$ cat config.mk
export PLATFORM = sky130hd
export DESIGN_NAME = audio_pwm_out
export DESIGN_NICKNAME = d
export VERILOG_FILES = /design/src/rtl/audio_pwm_out.sv
export SDC_FILE = /design/constraint.sdc
export NUM_CORES = 1
export LEC_CHECK = 0
export ABC_AREA = 1
export CAP_MARGIN = 15
export CORE_UTILIZATION = 24
export DETAILED_ROUTE_END_ITERATION = 6
export GPL_TIMING_DRIVEN = 0
export PLACE_DENSITY = 0.39
export SETUP_SLACK_MARGIN = 0.2
export SLEW_MARGIN = 20
export SYNTH_ARGS = -nofsm -noshare
export SYNTH_HDL_FRONTEND = slang
export SYNTH_SLANG_ARGS = --single-unit
$ cat constraint.sdc
create_clock -name i_clk -period 2 [get_ports i_clk]
set_input_delay 0.3 -clock i_clk [delete_from_list [all_inputs] [get_ports i_clk]]
set_output_delay 0.3 -clock i_clk [all_outputs]
set_load 0.01 [all_outputs]
$ cat src/rtl/audio_pwm_out.sv
// Multi-channel audio modulator: PWM or first-order sigma-delta (PDM) outputs
// fed from a single-entry sample buffer that reloads at each period boundary.
module audio_pwm_out #(
    parameter int WIDTH    = 8,
    parameter int CHANNELS = 2
) (
    input  logic                          i_clk,
    input  logic                          i_rst_n,
    input  logic [WIDTH-1:0]              i_top,
    input  logic                          i_mode,
    input  logic [CHANNELS*(WIDTH+1)-1:0] i_sample,
    input  logic                          i_sample_valid,
    output logic                          o_sample_ready,
    output logic [CHANNELS-1:0]           o_pwm,
    output logic [CHANNELS-1:0]           o_pwm_n,
    output logic                          o_cycle_end,
    output logic                          o_underrun
);

    localparam int SW = WIDTH + 1;
    localparam logic [SW-1:0] FULL_SCALE = {1'b1, {WIDTH{1'b0}}};

    // Samples above full scale would overflow the accumulator step.
    function automatic logic [SW-1:0] sat_sample(input logic [SW-1:0] s);
        return (s > FULL_SCALE) ? FULL_SCALE : s;
    endfunction

    logic [WIDTH-1:0]      counter;
    logic [WIDTH-1:0]      top_q;
    logic                  mode_q;
    logic                  pending_full;
    logic [CHANNELS*SW-1:0] pending_q;
    logic [CHANNELS*SW-1:0] active_q;
    logic [WIDTH-1:0]      acc_q [CHANNELS];

    logic                  period_end;
    logic                  accept;
    logic                  mode_change;
    logic [CHANNELS-1:0]   pwm_p0;
    logic [WIDTH+1:0]      sum_p0 [CHANNELS];
    logic [WIDTH-1:0]      acc_p0 [CHANNELS];

    assign period_end     = (counter == top_q);
    assign accept         = i_sample_valid && !pending_full;
    assign mode_change    = period_end && (i_mode != mode_q);
    assign o_sample_ready = !pending_full;
    assign o_cycle_end    = period_end;
    assign o_underrun     = period_end && !pending_full;

    // Stage p0: per-channel modulator decision from current counter/accumulator
    always_comb begin
        pwm_p0 = '0;
        for (int k = 0; k < CHANNELS; k++) begin
            sum_p0[k] = {2'b00, acc_q[k]} + {1'b0, sat_sample(active_q[k*SW +: SW])};
            if (mode_q) begin
                pwm_p0[k] = |sum_p0[k][WIDTH+1:WIDTH];
                acc_p0[k] = sum_p0[k][WIDTH-1:0];
            end else begin
                pwm_p0[k] = ({1'b0, counter} < active_q[k*SW +: SW]);
                acc_p0[k] = '0;
            end
            if (mode_change) begin
                acc_p0[k] = '0;
            end
        end
    end

    // Stage p1: registered outputs, period bookkeeping and sample buffering
    always_ff @(posedge i_clk or negedge i_rst_n) begin
        if (!i_rst_n) begin
            counter      <= '0;
            top_q        <= '1;
            mode_q       <= 1'b0;
            pending_full <= 1'b0;
            pending_q    <= '0;
            active_q     <= '0;
            o_pwm        <= '0;
            o_pwm_n      <= '1;
            for (int k = 0; k < CHANNELS; k++) begin
                acc_q[k] <= '0;
            end
        end else begin
            o_pwm   <= pwm_p0;
            o_pwm_n <= ~pwm_p0;
            for (int k = 0; k < CHANNELS; k++) begin
                acc_q[k] <= acc_p0[k];
            end

            if (period_end) begin
                counter <= '0;
                top_q   <= i_top;
                mode_q  <= i_mode;
            end else begin
                counter <= counter + WIDTH'(1);
            end

            // Accept and reload are exclusive: accept needs the buffer empty.
            if (period_end && pending_full) begin
                active_q     <= pending_q;
                pending_full <= 1'b0;
            end else if (accept) begin
                pending_q    <= i_sample;
                pending_full <= 1'b1;
            end
        end
    end

endmodule

==> metrics list <==
* Pin count of the biggest net entering global routing: 44
- Worst setup slack after placement: -0.274 ns
- Post-synth EDFFs: 0
- The floorplan has 48 rows.
- In the routed layout, each cell is associated on average with a via count of 4.19.
* Number of antenna repair diodes: 0
- The congestion estimate from routability-driven global placement came to 0.734.
* Max Cap Violations: 0
- Netlist area before placement: 4250 um^2
- Max Root-Sink Buffers: 2
* Share of cells above drive strength 1: 28.2%
* Register area share after synthesis: 43.8%
- The first global-routing pass estimated 18500 um of wire.
- RSZ-0062 raised after global routing: true
* Post-synthesis cell type count: 30
- Walking the worst path, the cells encountered are nor4_4 > a21oi_4 > nor2_4 > ha_4 > fa_2 > nand3_2 > nand2_4 > nand2_2 > nand2_1 > nand2_1 > nand2_2 > nor2_1 > nor2_1.
- Starting utilization of the core area: 24.6%
* Maximum resistive drop on vdd: 0.374 mV
- At the pin with the least slew margin, the transition time is 0.763 ns.
- Post-synthesis average cell area: 7.66 um^2
- Leakage component of the power: 0.00305 uW
- Leftover overflow at the end of global routing: 0
- Worst setup path class: reg2reg
* Switching part of the total power: 22.0%
- Worst Skew: 0.00623 ns
* Period utilisation layout: 109%
* Yosys warning total: 0
- Critical path endpoint category: flop
- From bottom edge to top edge, the die measures 135 um.
- During placement, the flow inserted port buffers numbering 36.
- The number of global-route vias before repair was 3716.
* GRT Resource Usage Total: 13.2%
* Ports placed on the boundary: 37
- STA classifies the critical path startpoint as a flop.
* Worst-case setup margin in the final layout: -0.170 ns
- The net count of the finished layout is 711.
- Headroom to the max-slew limit came out at 49.2%.
- Crit Reg-Reg Startpoint: active_q[4]$_DFFE_PN0P_
- Routed length per instance: 12.9 um
- TritonCTS built the clock tree.
- Required time of the critical path: 2.24 ns
* Total wirelength of the detailed-routed design: 11300 um
- Internal Pwr Total: 2580 uW
* Vias post-DR: 3682
- Combinational share of power: 4.1%
- Remaining routing DRC violations: 0
* Half-perimeter wire length of the detailed placement result: 7860 um
- For this design, the slowest cell found on the critical path is a21oi_4.
- Derived from the worst setup path, the maximum achievable clock frequency is 461 MHz.
- Number of sinks driven by the clock tree: 74
* Count of final setup violators: 14
- In this run the worst path has a maximum fanout of 8.
- The die is 135 um wide.
- The detail route stage leaves a number of antenna-violating nets equal to 0.
* Clock Tree Root: clkbuf_16
- Violated checks: negative setup slack
- Class of the most critical hold timing path: in2async
* R2R Setup Slk: -0.17 ns
- Reg2Reg Depth: 13
- Final critical path time including I/O delays and setup: 2.17 ns
- Final number of max-transition violations: 0
- In this run the power density over the cells is 532 nW/um^2.
- After the first detailed-routing iteration, the DRC count stood at 137.
- The die covers 18300 um^2.
* Synthesized netlist net count: 618
* Async S/R FF share, synth: 100%
- #FFs+latches synth: 74
* Area of the core: 17300 um^2
- Per report_power, the clock group accounts for 48.6% of the total.
* Switching pwr: 728 uW
- The flow ran to the end, but the final reports show violations.
- Data arrival at the endpoint of the critical path: 2.41 ns
- Before antenna repair, the detailed router went through 4 iterations.
- For the worst-skew pair, the clock arrives at the later sink with an insertion delay of 0.34 ns.
- Terminus of the critical flop-to-flop path: o_pwm[0]$_DFF_PN0_
- Antenna violations before repair: 0
* Largest stage delay, worst path: 0.43 ns
- Clock-pin slew was measured on the worst setup and hold paths at 0.06 ns.
- Sequential cells account for 47.3% of the total power.
- For this run, the share of the core covered by cells in the final layout is 36.0%.
- The hold violation total from the final report was 0.
- H-tree depth reported by CTS: 3
- Number of CTS-inserted buffers: 9
* Layout area overhead: 46.3%
* Most common flop cell mapped by yosys: dfrtp_1
* Gate count of the mapped netlist: 555
## flip-flops by register name, summed over array words and instances (netlist names)
| register | count |
|---|---|
| o_pwm | 2 |
| active_q | 18 |
| pending_full | 1 |
| acc_q | 16 |
| o_pwm_n | 2 |
| pending_q | 18 |
| mode_q | 1 |
| counter | 8 |
| top_q | 8 |
## kinds of logic after synthesis
kind of cell / share of synthesized area [%]
simple gates: 31.5
buf+inv: 7.53
flops: 43.8
fa+ha+maj: 10.1
compound gates: 4.00
xor+xnor: 3.09
## synth_stat cells (3+ instances only)
cell type	instances	area (um^2)
a21oi_1	14	70.1
buf_4	4	30.0
clkbuf_1	4	15.0
dfrtp_1	64	1600
dfstp_2	10	263
ha_1	31	388
inv_1	65	244
nand2_1	206	773
nand2_2	3	18.8
nand3_1	46	230
nand3b_1	4	30.0
nor2_1	52	195
nor3_1	3	15.0
nor4_1	4	25.0
o21ai_0	11	55.1
xnor2_1	3	26.3
xor2_1	12	105
## repair_timing
item	in CTS	in global routing
buffers inserted	25	16
endpoints found under the hold margin	23	0
resized for setup	67	68
hold buffers	1	0
cloned	0	3
pin swaps	24	22
setup endpoints to repair	21	36
## per-layer routing
| metal | routed length (um) | vias to the layer above | GRT usage, % |
|---|---|---|---|
| met2 | 5290 | 34 | 21.2 |
| li1 | - | 1929 | - |
| met4 | 211 | 0 | 5.81 |
| met5 | 0 | - | 0 |
| met3 | 230 | 15 | 2.10 |
| met1 | 5610 | 1704 | 17.5 |
## worst max-delay path: cells and delay by family (launching register included)
family / cells / cell delay, ns
and+or+nand+nor: 10 / 0.67
AOI/OAI and AO/OA: 1 / 0.43
DFF: 1 / 0.40
adders and majority gates: 2 / 0.54
## worst max path at each step
stage	start	cells after the start	end	slack (ns)
6_report	active_q[4]$_DFFE_PN0P_	13	o_pwm[0]$_DFF_PN0_	-0.17
5_1_grt	active_q[10]$_DFFE_PN0P_	13	o_pwm[1]$_DFF_PN0_	-0.27
4_1_cts	active_q[9]$_DFFE_PN0P_	12	o_pwm[1]$_DFF_PN0_	-0.12
3_5_place_dp	counter[5]$_DFF_PN0_	8	o_cycle_end	-0.27
3_3_place_gp	i_rst_n	1	acc_q[13]$_DFF_PN0_	-2.25
2_1_floorplan	active_q[0]$_DFFE_PN0P_	12	o_pwm[0]$_DFF_PN0_	0.07
## power by group through the flow
stage	clock network (uW)	registers, uW	logic [uW]
2_1_floorplan	0	1580	34.5
3_3_place_gp	0	1590	129
3_5_place_dp	0	1590	137
4_1_cts	1650	1570	140
5_1_grt	1700	1570	157
6_report	1610	1570	136
## metrics by stage
step / area [um^2] / TNS, ns / std cells / hold WS [ns] / power, uW
after floorplan: 4380 / 0 / 555 / 0.00441 / 1620
after global placement: 5020 / -159.07 / 816 / 0.471 / 1720
after detailed placement: 5050 / -2.33 / 817 / 0.302 / 1730
after CTS: 5790 / -0.871 / 859 / 0.462 / 3360
after global routing: 6220 / -3.20 / 878 / 0.476 / 3430
final: 6220 / -1.03 / 878 / 0.463 / 3310
## placed cells by master, fill, tap and decap left out, types with 11 or more instances in the layout
| cell | n |
|---|---|
| nand2_1 | 182 |
| dfrtp_2 | 11 |
| nand3_1 | 36 |
| ha_1 | 17 |
| xor2_1 | 12 |
| nand2_2 | 23 |
| inv_1 | 57 |
| dfrtp_1 | 53 |
| nor2_1 | 34 |
| clkdlybuf4s50_1 | 33 |
| ha_4 | 13 |
| clkbuf_16 | 11 |
| buf_4 | 35 |
## area by class of cell
class,instances,area [um^2]
clock inverter,3,40.0
timing repair buffer,81,785
sequential,74,1880
fill,1823,11100
multi-input combinational,403,2640
inverter,68,255
clock buffer,13,240
tap,225,282
buffer,11,105
Power figures use the tool's default switching activity.
